<file path="config.mk">
export PLATFORM = sky130hd
export DESIGN_NAME = pps_emulator
export DESIGN_NICKNAME = d
export VERILOG_FILES = /design/src/rtl/pps_emu_pkg.sv /design/src/rtl/pps_emu_lfsr.sv /design/src/rtl/pps_emulator.sv
export SDC_FILE = /design/constraint.sdc
export NUM_CORES = 1
export LEC_CHECK = 0
export BUFFER_PORTS_ARGS = -buffer_cell sky130_fd_sc_hd__buf_2
export CORE_ASPECT_RATIO = 0.5
export CORE_UTILIZATION = 39
export CTS_CLUSTER_SIZE = 8
export DETAILED_ROUTE_END_ITERATION = 16
export SKIP_CTS_REPAIR_TIMING = 1
export SYNTH_ARGS = -nofsm -noshare
export SYNTH_HDL_FRONTEND = slang
export SYNTH_SLANG_ARGS = --single-unit
</file>
<file path="constraint.sdc">
create_clock -name clk_tf -period 1.85 [get_ports clk_tf]
set_input_delay 0.37 -clock clk_tf [delete_from_list [all_inputs] [get_ports clk_tf]]
set_output_delay 0.37 -clock clk_tf [all_outputs]
set_load 0.05 [all_outputs]
</file>
<file path="src/rtl/pps_emu_pkg.sv">
// Shared FSM type, LFSR constants and width helper for the PPS emulator.
package pps_emu_pkg;

  typedef enum logic [1:0] {
    IDLE,
    ARMED,
    PULSE
  } state_t;

  // Right-shift Galois form of x^16 + x^14 + x^13 + x^11 + 1.
  localparam logic [15:0] LFSR_SEED = 16'hACE1;
  localparam logic [15:0] LFSR_TAPS = 16'hB400;

  function automatic int cnt_width(input int n);
    return (n < 2) ? 1 : $clog2(n);
  endfunction

endpackage

</file>
<file path="src/rtl/pps_emu_lfsr.sv">
// Jitter source for the PPS emulator: 16-bit Galois LFSR stepped once per advance strobe.
module pps_emu_lfsr
  import pps_emu_pkg::*;
#(
  parameter int JitterBits = 3
) (
  input  logic                  clk_tf,
  input  logic                  tf_reset,
  input  logic                  advance,
  output logic [JitterBits-1:0] jitter
);

  logic [15:0] shift_reg;

  always_ff @(posedge clk_tf or posedge tf_reset) begin
    if (tf_reset) begin
      shift_reg <= LFSR_SEED;
    end else if (advance) begin
      shift_reg <= (shift_reg >> 1) ^ (shift_reg[0] ? LFSR_TAPS : 16'h0000);
    end
  end

  assign jitter = shift_reg[JitterBits-1:0];

endmodule

</file>
<file path="src/rtl/pps_emulator.sv">
// Self-test PPS source: free-running one-second counter, programmable pulse phase, pulse-drop injection.
// Define PPS_EMU_JITTER_EN to dither the pulse position per second with an LFSR.
module pps_emulator
  import pps_emu_pkg::*;
#(
  parameter  int ClocksPerSecond = 10000,
  parameter  int PulseWidth      = 20,
  parameter  int JitterBits      = 3,
  localparam int CW              = cnt_width(ClocksPerSecond)
) (
  input  logic          clk_tf,
  input  logic          tf_reset,
  input  logic          enable,
  input  logic [CW-1:0] phase_offset,
  input  logic          phase_load,
  input  logic          skip_next,
  output logic          pps_raw_logic,
  output logic          epoch,
  output logic          pulse_start,
  output logic          pulse_skipped
);

  localparam int            WW        = cnt_width(PulseWidth);
  localparam logic [CW-1:0] LastTick  = CW'(ClocksPerSecond - 1);
  localparam logic [WW-1:0] WidthLoad = WW'(PulseWidth - 1);

  state_t        state;
  logic [CW-1:0] sec_cnt;
  logic [CW-1:0] phase_pending;
  logic [CW-1:0] phase_active;
  logic [CW-1:0] phase_clamped;
  logic [CW-1:0] phase_next;
  logic [CW-1:0] match_pos;
  logic [WW-1:0] width_cnt;
  logic          skip_flag;
  logic          wrap;
  logic          match;

  // NOTE: every variable assigned in always_comb gets a value on every path, so no latch is inferred.
  always_comb begin
    phase_clamped = (phase_offset > LastTick) ? LastTick : phase_offset;
    phase_next    = phase_load ? phase_clamped : phase_pending;
  end

  assign wrap  = (sec_cnt == LastTick);
  assign match = (sec_cnt == match_pos);

  // Phase changes only land at the wrap, so each second sees exactly one match position.
  always_ff @(posedge clk_tf or posedge tf_reset) begin
    if (tf_reset) begin
      sec_cnt       <= '0;
      epoch         <= 1'b0;
      phase_pending <= '0;
      phase_active  <= '0;
    end else begin
      // NOTE: sequential state uses non-blocking assignments so all registers update together.
      sec_cnt <= wrap ? '0 : sec_cnt + 1'b1;
      epoch   <= wrap;
      if (phase_load) phase_pending <= phase_clamped;
      if (wrap)       phase_active  <= phase_next;
    end
  end

`ifdef PPS_EMU_JITTER_EN
  localparam logic signed [CW+1:0] CpsSigned = (CW+2)'(ClocksPerSecond);

  logic [JitterBits-1:0] jitter;
  logic signed [CW+1:0]  jit_sum;

  pps_emu_lfsr #(.JitterBits(JitterBits)) u_lfsr (
    .clk_tf  (clk_tf),
    .tf_reset(tf_reset),
    .advance (epoch),
    .jitter  (jitter)
  );

  always_comb begin
    jit_sum = $signed({2'b00, phase_next}) + (CW+2)'($signed(jitter));
    if (jit_sum < 0) begin
      jit_sum = jit_sum + CpsSigned;
    end else if (jit_sum >= CpsSigned) begin
      jit_sum = jit_sum - CpsSigned;
    end
  end

  always_ff @(posedge clk_tf or posedge tf_reset) begin
    if (tf_reset) begin
      match_pos <= '0;
    end else if (wrap) begin
      match_pos <= jit_sum[CW-1:0];
    end
  end
`else
  assign match_pos = phase_active;
`endif

  always_ff @(posedge clk_tf or posedge tf_reset) begin
    if (tf_reset) begin
      state         <= IDLE;
      width_cnt     <= '0;
      skip_flag     <= 1'b0;
      pps_raw_logic <= 1'b0;
      pulse_start   <= 1'b0;
      pulse_skipped <= 1'b0;
    end else begin
      pulse_start   <= 1'b0;
      pulse_skipped <= 1'b0;
      if (skip_next) skip_flag <= 1'b1;
      unique case (state)
        IDLE: begin
          if (enable) state <= ARMED;
        end
        ARMED: begin
          if (match) begin
            if (skip_flag) begin
              // A strobe landing on the consuming match re-arms the skip for next second.
              if (!skip_next) skip_flag <= 1'b0;
              pulse_skipped <= 1'b1;
            end else begin
              state         <= PULSE;
              width_cnt     <= WidthLoad;
              pps_raw_logic <= 1'b1;
              pulse_start   <= 1'b1;
            end
          end else if (!enable) begin
            state <= IDLE;
          end
        end
        PULSE: begin
          if (width_cnt == '0) begin
            pps_raw_logic <= 1'b0;
            state         <= enable ? ARMED : IDLE;
          end else begin
            width_cnt <= width_cnt - 1'b1;
          end
        end
        default: state <= IDLE;
      endcase
    end
  end

endmodule

</file>
# [After elaboration in Yosys (flattened, before gate mapping)]
# Index checks and enable logic that the tools add are counted.
[op_classes] n_addsub=2 n_lt_le_gt_ge=1 n_eq_ne=11 mux=29 reduce_logical=6
[op_table] operator="2-to-1 mux 14 bit" n=3
[op_table] operator="2-to-1 mux 1 bit" n=15
[op_table] operator="2-to-1 mux 5 bit" n=3
[op_table] operator="adder 14 x 1 -> 14 bit (second input constant)" n=1
[op_table] operator="equality test 14 bit" n=1
[op_table] operator="equality test 14 bit (second input constant)" n=1
[op_table] operator="> comparator 14 bit (second input constant)" n=1
[op_table] operator="AND reduction 4 bit" n=3
[op_table] operator="2-to-1 mux 2 bit" n=5
[op_table] operator="inequality test 2 bit (second input constant)" n=5
[op_table] operator="one-hot mux 5 bit (2 select lines)" n=1
[op_table] operator="inequality test 3 bit (second input constant)" n=2
[op_table] operator="one-hot mux 2 bit (3 select lines)" n=1
[op_table] operator="logical NOT 5 bit" n=1
[op_table] operator="subtractor 5 x 1 -> 5 bit (second input constant)" n=1
[op_table] operator="equality test 2 x 1 -> 1 bit (second input constant)" n=1
[op_table] operator="equality test 2 bit (second input constant)" n=1
[op_table] operator="logical NOT 2 bit" n=1
[op_table] operator="one-hot mux 1 bit (2 select lines)" n=1
[op_table] operator="nonzero test 2 bit" n=1
[totals] regBits=54 out_inout_bits=4 elab_cells=59

# [Depth between registers and ports, before layout]
[depth] ltp_word=5 mapped_depth=7 mapped_depth_nobuf=7

# [Worst setup path before layout]
# OpenSTA, ideal clock, no wires.
[synth_timing] kind="register to register" startpoint="reg sec_cnt[0]" endpoint="reg phase_active[4] (netlist: match_pos[4])" setup_ps=125 arrival_ps=1746 slack_ps=-20 path_stages_with_launch=7 n_path_buf=1 period_less_slack_ps=1870 path_cell_list="dfrtp_1 -> ha_1 -> and3_1 -> nand2_1 -> nor4_4 -> buf_6 -> mux2_2"
[synth_via] elab_chain_cells=1
[synth_lines] item="from (decl)" line_no="pps_emulator.sv:28" rtl="logic [CW-1:0] sec_cnt;"
[synth_lines] item="from (signal assigned)" line_no="pps_emulator.sv:57" rtl="sec_cnt <= wrap ? '0 : sec_cnt + 1'b1;"
[synth_lines] item="equality test 14 bit" line_no="pps_emulator.sv:45" rtl="assign wrap = (sec_cnt == LastTick);"
[synth_lines] item="to (signal assigned)" line_no="pps_emulator.sv:60" rtl="if (wrap) phase_active <= phase_next;"
[synth_lines] item="to (decl)" line_no="pps_emulator.sv:30" rtl="logic [CW-1:0] phase_active;"
# Every way passes these cells.
# A chain may end at the register's enable or synchronous reset.

# [Worst setup path in the final report]
[layout_timing] startpoint="reg sec_cnt[0]" endpoint="reg phase_active[9] (netlist: match_pos[9])"
# Same word-level chain as after synthesis.

==> results.txt <==
By startpoint and endpoint, the worst setup path is classified as flip-flop to flip-flop. Clock tree synthesis inserted a total of 5 buffers. The detail route stage leaves a number of antenna-violating nets equal to 0. For the overall global routing resource usage, the log shows 15.8%. The area growth from synthesis to layout is 24.0%.

The reg-to-reg critical path endpoint is match_pos[9]$_DFFE_PP0N_. The worst register-to-register path has a setup slack of 0.04 ns. The first global-routing pass estimated 8.07 mm of wire. In this run the power density over the cells is 792 mW/mm². The startpoint of the lowest-slack register-to-register path was sec_cnt[0]$_DFF_PP0_. The largest single stage delay on the critical path is 0.40 ns.

Max-cap violations in this run came to 0. Prior to clock tree synthesis, the placed netlist has a worst setup slack of -0.191 ns. The tools report the required time of the critical path as 2.03 ns.

Yosys attributes the largest share of cell area to sky130_fd_sc_hd__dfrtp_1 55%, sky130_fd_sc_hd__xnor2_1 6.0%, sky130_fd_sc_hd__mux2_2 4.1%. The maximum vdd drop was 361 µV; the via count of the first global-routing pass was 1674. In this run the static leakage power is 0.00145 µW. The half-perimeter wire length of the detailed placement result was 3.35 mm; the number of synthesized flops with an enable pin was 0. Entering global routing, the biggest net connects 55 pins.

Synthesis handed over a netlist of 202 instances. In this run the count of I/O pins placed on the die edge is 23. The combined buffer and inverter count along the critical path is 2, and the count of antenna diodes in the layout is 0.

Measured along the y axis, the die boundary spans 58.3 µm. The width of the die is 115 µm, and the placed instance area is 0.00282 mm². Critical path's top delay family: simple AND/OR/NAND/NOR gates. In this run the worst path has a maximum fanout of 7. Once the floorplan was initialized, standard cells occupied 40.5% of the core. The global placer's final weighted congestion is 0.773.

The CTS H-tree depth is 2, and the area of the die is 0.00668 mm². Register clock-pin slew on the reported worst setup and hold paths: 0.07 ns. The library cell with the largest summed area after synthesis is sky130_fd_sc_hd__dfrtp_1. The run finished with clean final reports.

After floorplanning, the core was divided into 20 placement rows. The longest clock path from root to sink contains 2 buffers. When the netlist entered floorplanning its net count stood at 223. Setup repair after global routing could not meet its margin everywhere.

With fillers left out, the area of the finished cells amounts to 0.00307 mm². For the number of endpoints with negative hold slack in the final report, the log shows 0. The tools report the startpoint type of the worst setup path as a flip-flop. After synthesis, the share of flip-flops with an asynchronous set or reset is 100%. The tools report the core area as 0.00611 mm². The synthesized netlist contains 49 unique library cells. In this run the cell area of the synthesized design comes to 0.00247 mm².

The final layout contains 267 nets. The number of placed instances, taps included, is 324. At the end of the flow the core is filled with cells to 50.2%.

The number of warnings reported in the yosys synthesis log is 0, and the max-slew violation count is 0. For the pin with the worst max-slew slack, the measured transition is 0.359 ns. The post-route netlist has 37.7% of its cells at a drive strength greater than 1. The register bit total from synthesis is 54.

For the worst-skew pair, the clock arrives at the later sink with an insertion delay of 0.29 ns. At the worst endpoint, the arrival time is 1.99 ns. The share of synthesized area occupied by flip-flops and latches was 54.6%. TritonCTS built the clock tree. Setup violations remaining at the end of the flow were counted as 0.

Among all cell types in the netlist, the one instantiated most often is sky130_fd_sc_hd__dfrtp_1. Walking the worst path, the cells encountered are ha_2 > and3_4 > nand2_2 > nor4_4 > buf_4 > buf_12 > mux2_2. The headroom to the max-slew limit came out at 76.1%. Counting instances in the post-synthesis netlist gives the leading cell types as 54 x sky130_fd_sc_hd__dfrtp_1, 17 x sky130_fd_sc_hd__xnor2_1, 14 x sky130_fd_sc_hd__nor2_1. Among all flip-flop cells after synthesis, the most frequent one is sky130_fd_sc_hd__dfrtp_1.

The logs give 0 for the DRC violation count after routing and 0 for the initial antenna violation count. Dividing the final minimum period by the clock period gives 97.8%. The slowest stage cell on the critical path was sky130_fd_sc_hd__dfrtp_1. STA classifies the critical path endpoint as a flip-flop. Once routing completed, OpenROAD measured the worst setup slack at 0.0412 ns. The total overflow left after global routing is 0.

Summed over all failing endpoints, the final setup total negative slack is 0 ns. The average footprint of a synthesized cell came out at 12.2 µm². For this run, the top clock speed supported by timing is 553 MHz. The count of buffers added on input and output ports is 22.

The detail-routed net length per standard cell works out to 14.3 µm. The routed design has 4.80 mm of wire. The non-filler instance count after layout was 335. For the sink count of the clock tree, the log shows 54.

In this run the clock root is driven by a sky130_fd_sc_hd__clkbuf_16. Measured in cells, the most critical reg-to-reg path has a length of 7. The post-detailed-route via-to-cell ratio is 4.89, and the first-iteration detailed-routing DRC count is 119.

The final setup skew is 0.00817 ns. The tightest min-delay check is of the input port to asynchronous set/reset pin type. The tools report the total vias in the final route as 1637. The tools report the number of search-and-repair iterations in the first detailed-routing pass as 4. The minimum clock period came out at 1.81 ns. Summed over its instances, the top area cell type makes up 54.6% of the synthesized netlist area.
-- where the power goes --
group	internal (µW)	switching, µW	total [µW]
Clock	641	430	1070
Combinational	62.2	75.1	137
Sequential	1210	10.7	1220
Total	1910	515	2430
-- metal layers --
metal  vias to the layer above  part of all wire [%]  global-route usage (%)
met1                       809                    51                    22.8
met2                        20                    45                    24.8
met5                         -                     0                       0
met4                         0                  0.83                    4.45
li1                        803                     -                       -
met3                         5                   3.0                    3.09
-- registers in the layout (all words and copies together), names as in the netlist --
name	flops
epoch	1
skip_flag	1
width_cnt	5
pulse_start	1
pulse_skipped	1
sec_cnt	14
match_pos	14
phase_pending	14
state	2
pps_raw_logic	1
-- layout by cell type (no fill, tap or decap), types with 3 or more instances in the layout --
| cell | count |
|---|---|
| sky130_fd_sc_hd__inv_1 | 9 |
| sky130_fd_sc_hd__nor2_1 | 14 |
| sky130_fd_sc_hd__nand4_1 | 6 |
| sky130_fd_sc_hd__buf_4 | 19 |
| sky130_fd_sc_hd__mux2_2 | 6 |
| sky130_fd_sc_hd__xnor2_1 | 17 |
| sky130_fd_sc_hd__dfrtp_1 | 54 |
| sky130_fd_sc_hd__mux2_4 | 8 |
| sky130_fd_sc_hd__nand3_1 | 5 |
| sky130_fd_sc_hd__o22a_2 | 5 |
| sky130_fd_sc_hd__clkbuf_16 | 6 |
| sky130_fd_sc_hd__buf_2 | 22 |
| sky130_fd_sc_hd__a22o_1 | 3 |
| sky130_fd_sc_hd__a31o_2 | 4 |
| sky130_fd_sc_hd__nor2b_1 | 5 |
| sky130_fd_sc_hd__o21ai_0 | 3 |
| sky130_fd_sc_hd__xor2_1 | 7 |
| sky130_fd_sc_hd__nand2_1 | 9 |
-- cell type report --
cell class	count	area [µm²]
tap	88	110
inverter	10	37.5
sequential	54	1350
multi-input combinational	131	1080
clock buffer	5	125
timing repair buffer	44	318
clock inverter	3	43.8
fill	559	3040
-- tightest hold or removal path, cell delays in order --
cell,delay [ns]
sky130_fd_sc_hd__buf_2,0.10
sky130_fd_sc_hd__inv_2,0.06
sky130_fd_sc_hd__buf_12,0.26
-- worst max path at each step --
stage / startpoint / endpoint / slack (ns) / cells after the start
global route: sec_cnt[0]$_DFF_PP0_ / match_pos[9]$_DFFE_PP0N_ / -0.005 / 7
global placement: phase_offset[6] / match_pos[8]$_DFFE_PP0N_ / -0.16 / 6
floorplan: sec_cnt[6]$_DFF_PP0_ / match_pos[4]$_DFFE_PP0N_ / 0.01 / 6
finish: sec_cnt[0]$_DFF_PP0_ / match_pos[9]$_DFFE_PP0N_ / 0.04 / 7
detailed placement: phase_offset[6] / match_pos[3]$_DFFE_PP0N_ / -0.19 / 6
CTS: sec_cnt[3]$_DFF_PP0_ / width_cnt[2]$_DFFE_PP0P_ / -0.0006 / 5
-- cells by family (layout without fill, tap and decap cells) --
kind of cell | count (synthesis) | after routing | synth area share (%)
flip-flops | 54 | 54 | 54.6
XOR/XNOR | 24 | 24 | 8.50
AO/OA/AOI/OAI | 32 | 32 | 10.6
multiplexers | 14 | 14 | 7.13
AND/OR/NAND/NOR | 59 | 59 | 14.0
adder cells (fa/ha/maj) | 2 | 2 | 1.01
buffers and inverters | 17 | 62 | 4.10
-- stage by stage --
stage,total power (µW),hold slack [ns]
floorplan,1320,0.460
global placement,1370,0.440
detailed placement,1380,0.445
CTS,2440,0.134
global route,2510,0.146
finish,2430,0.114
Power figures use the tool's default switching activity.
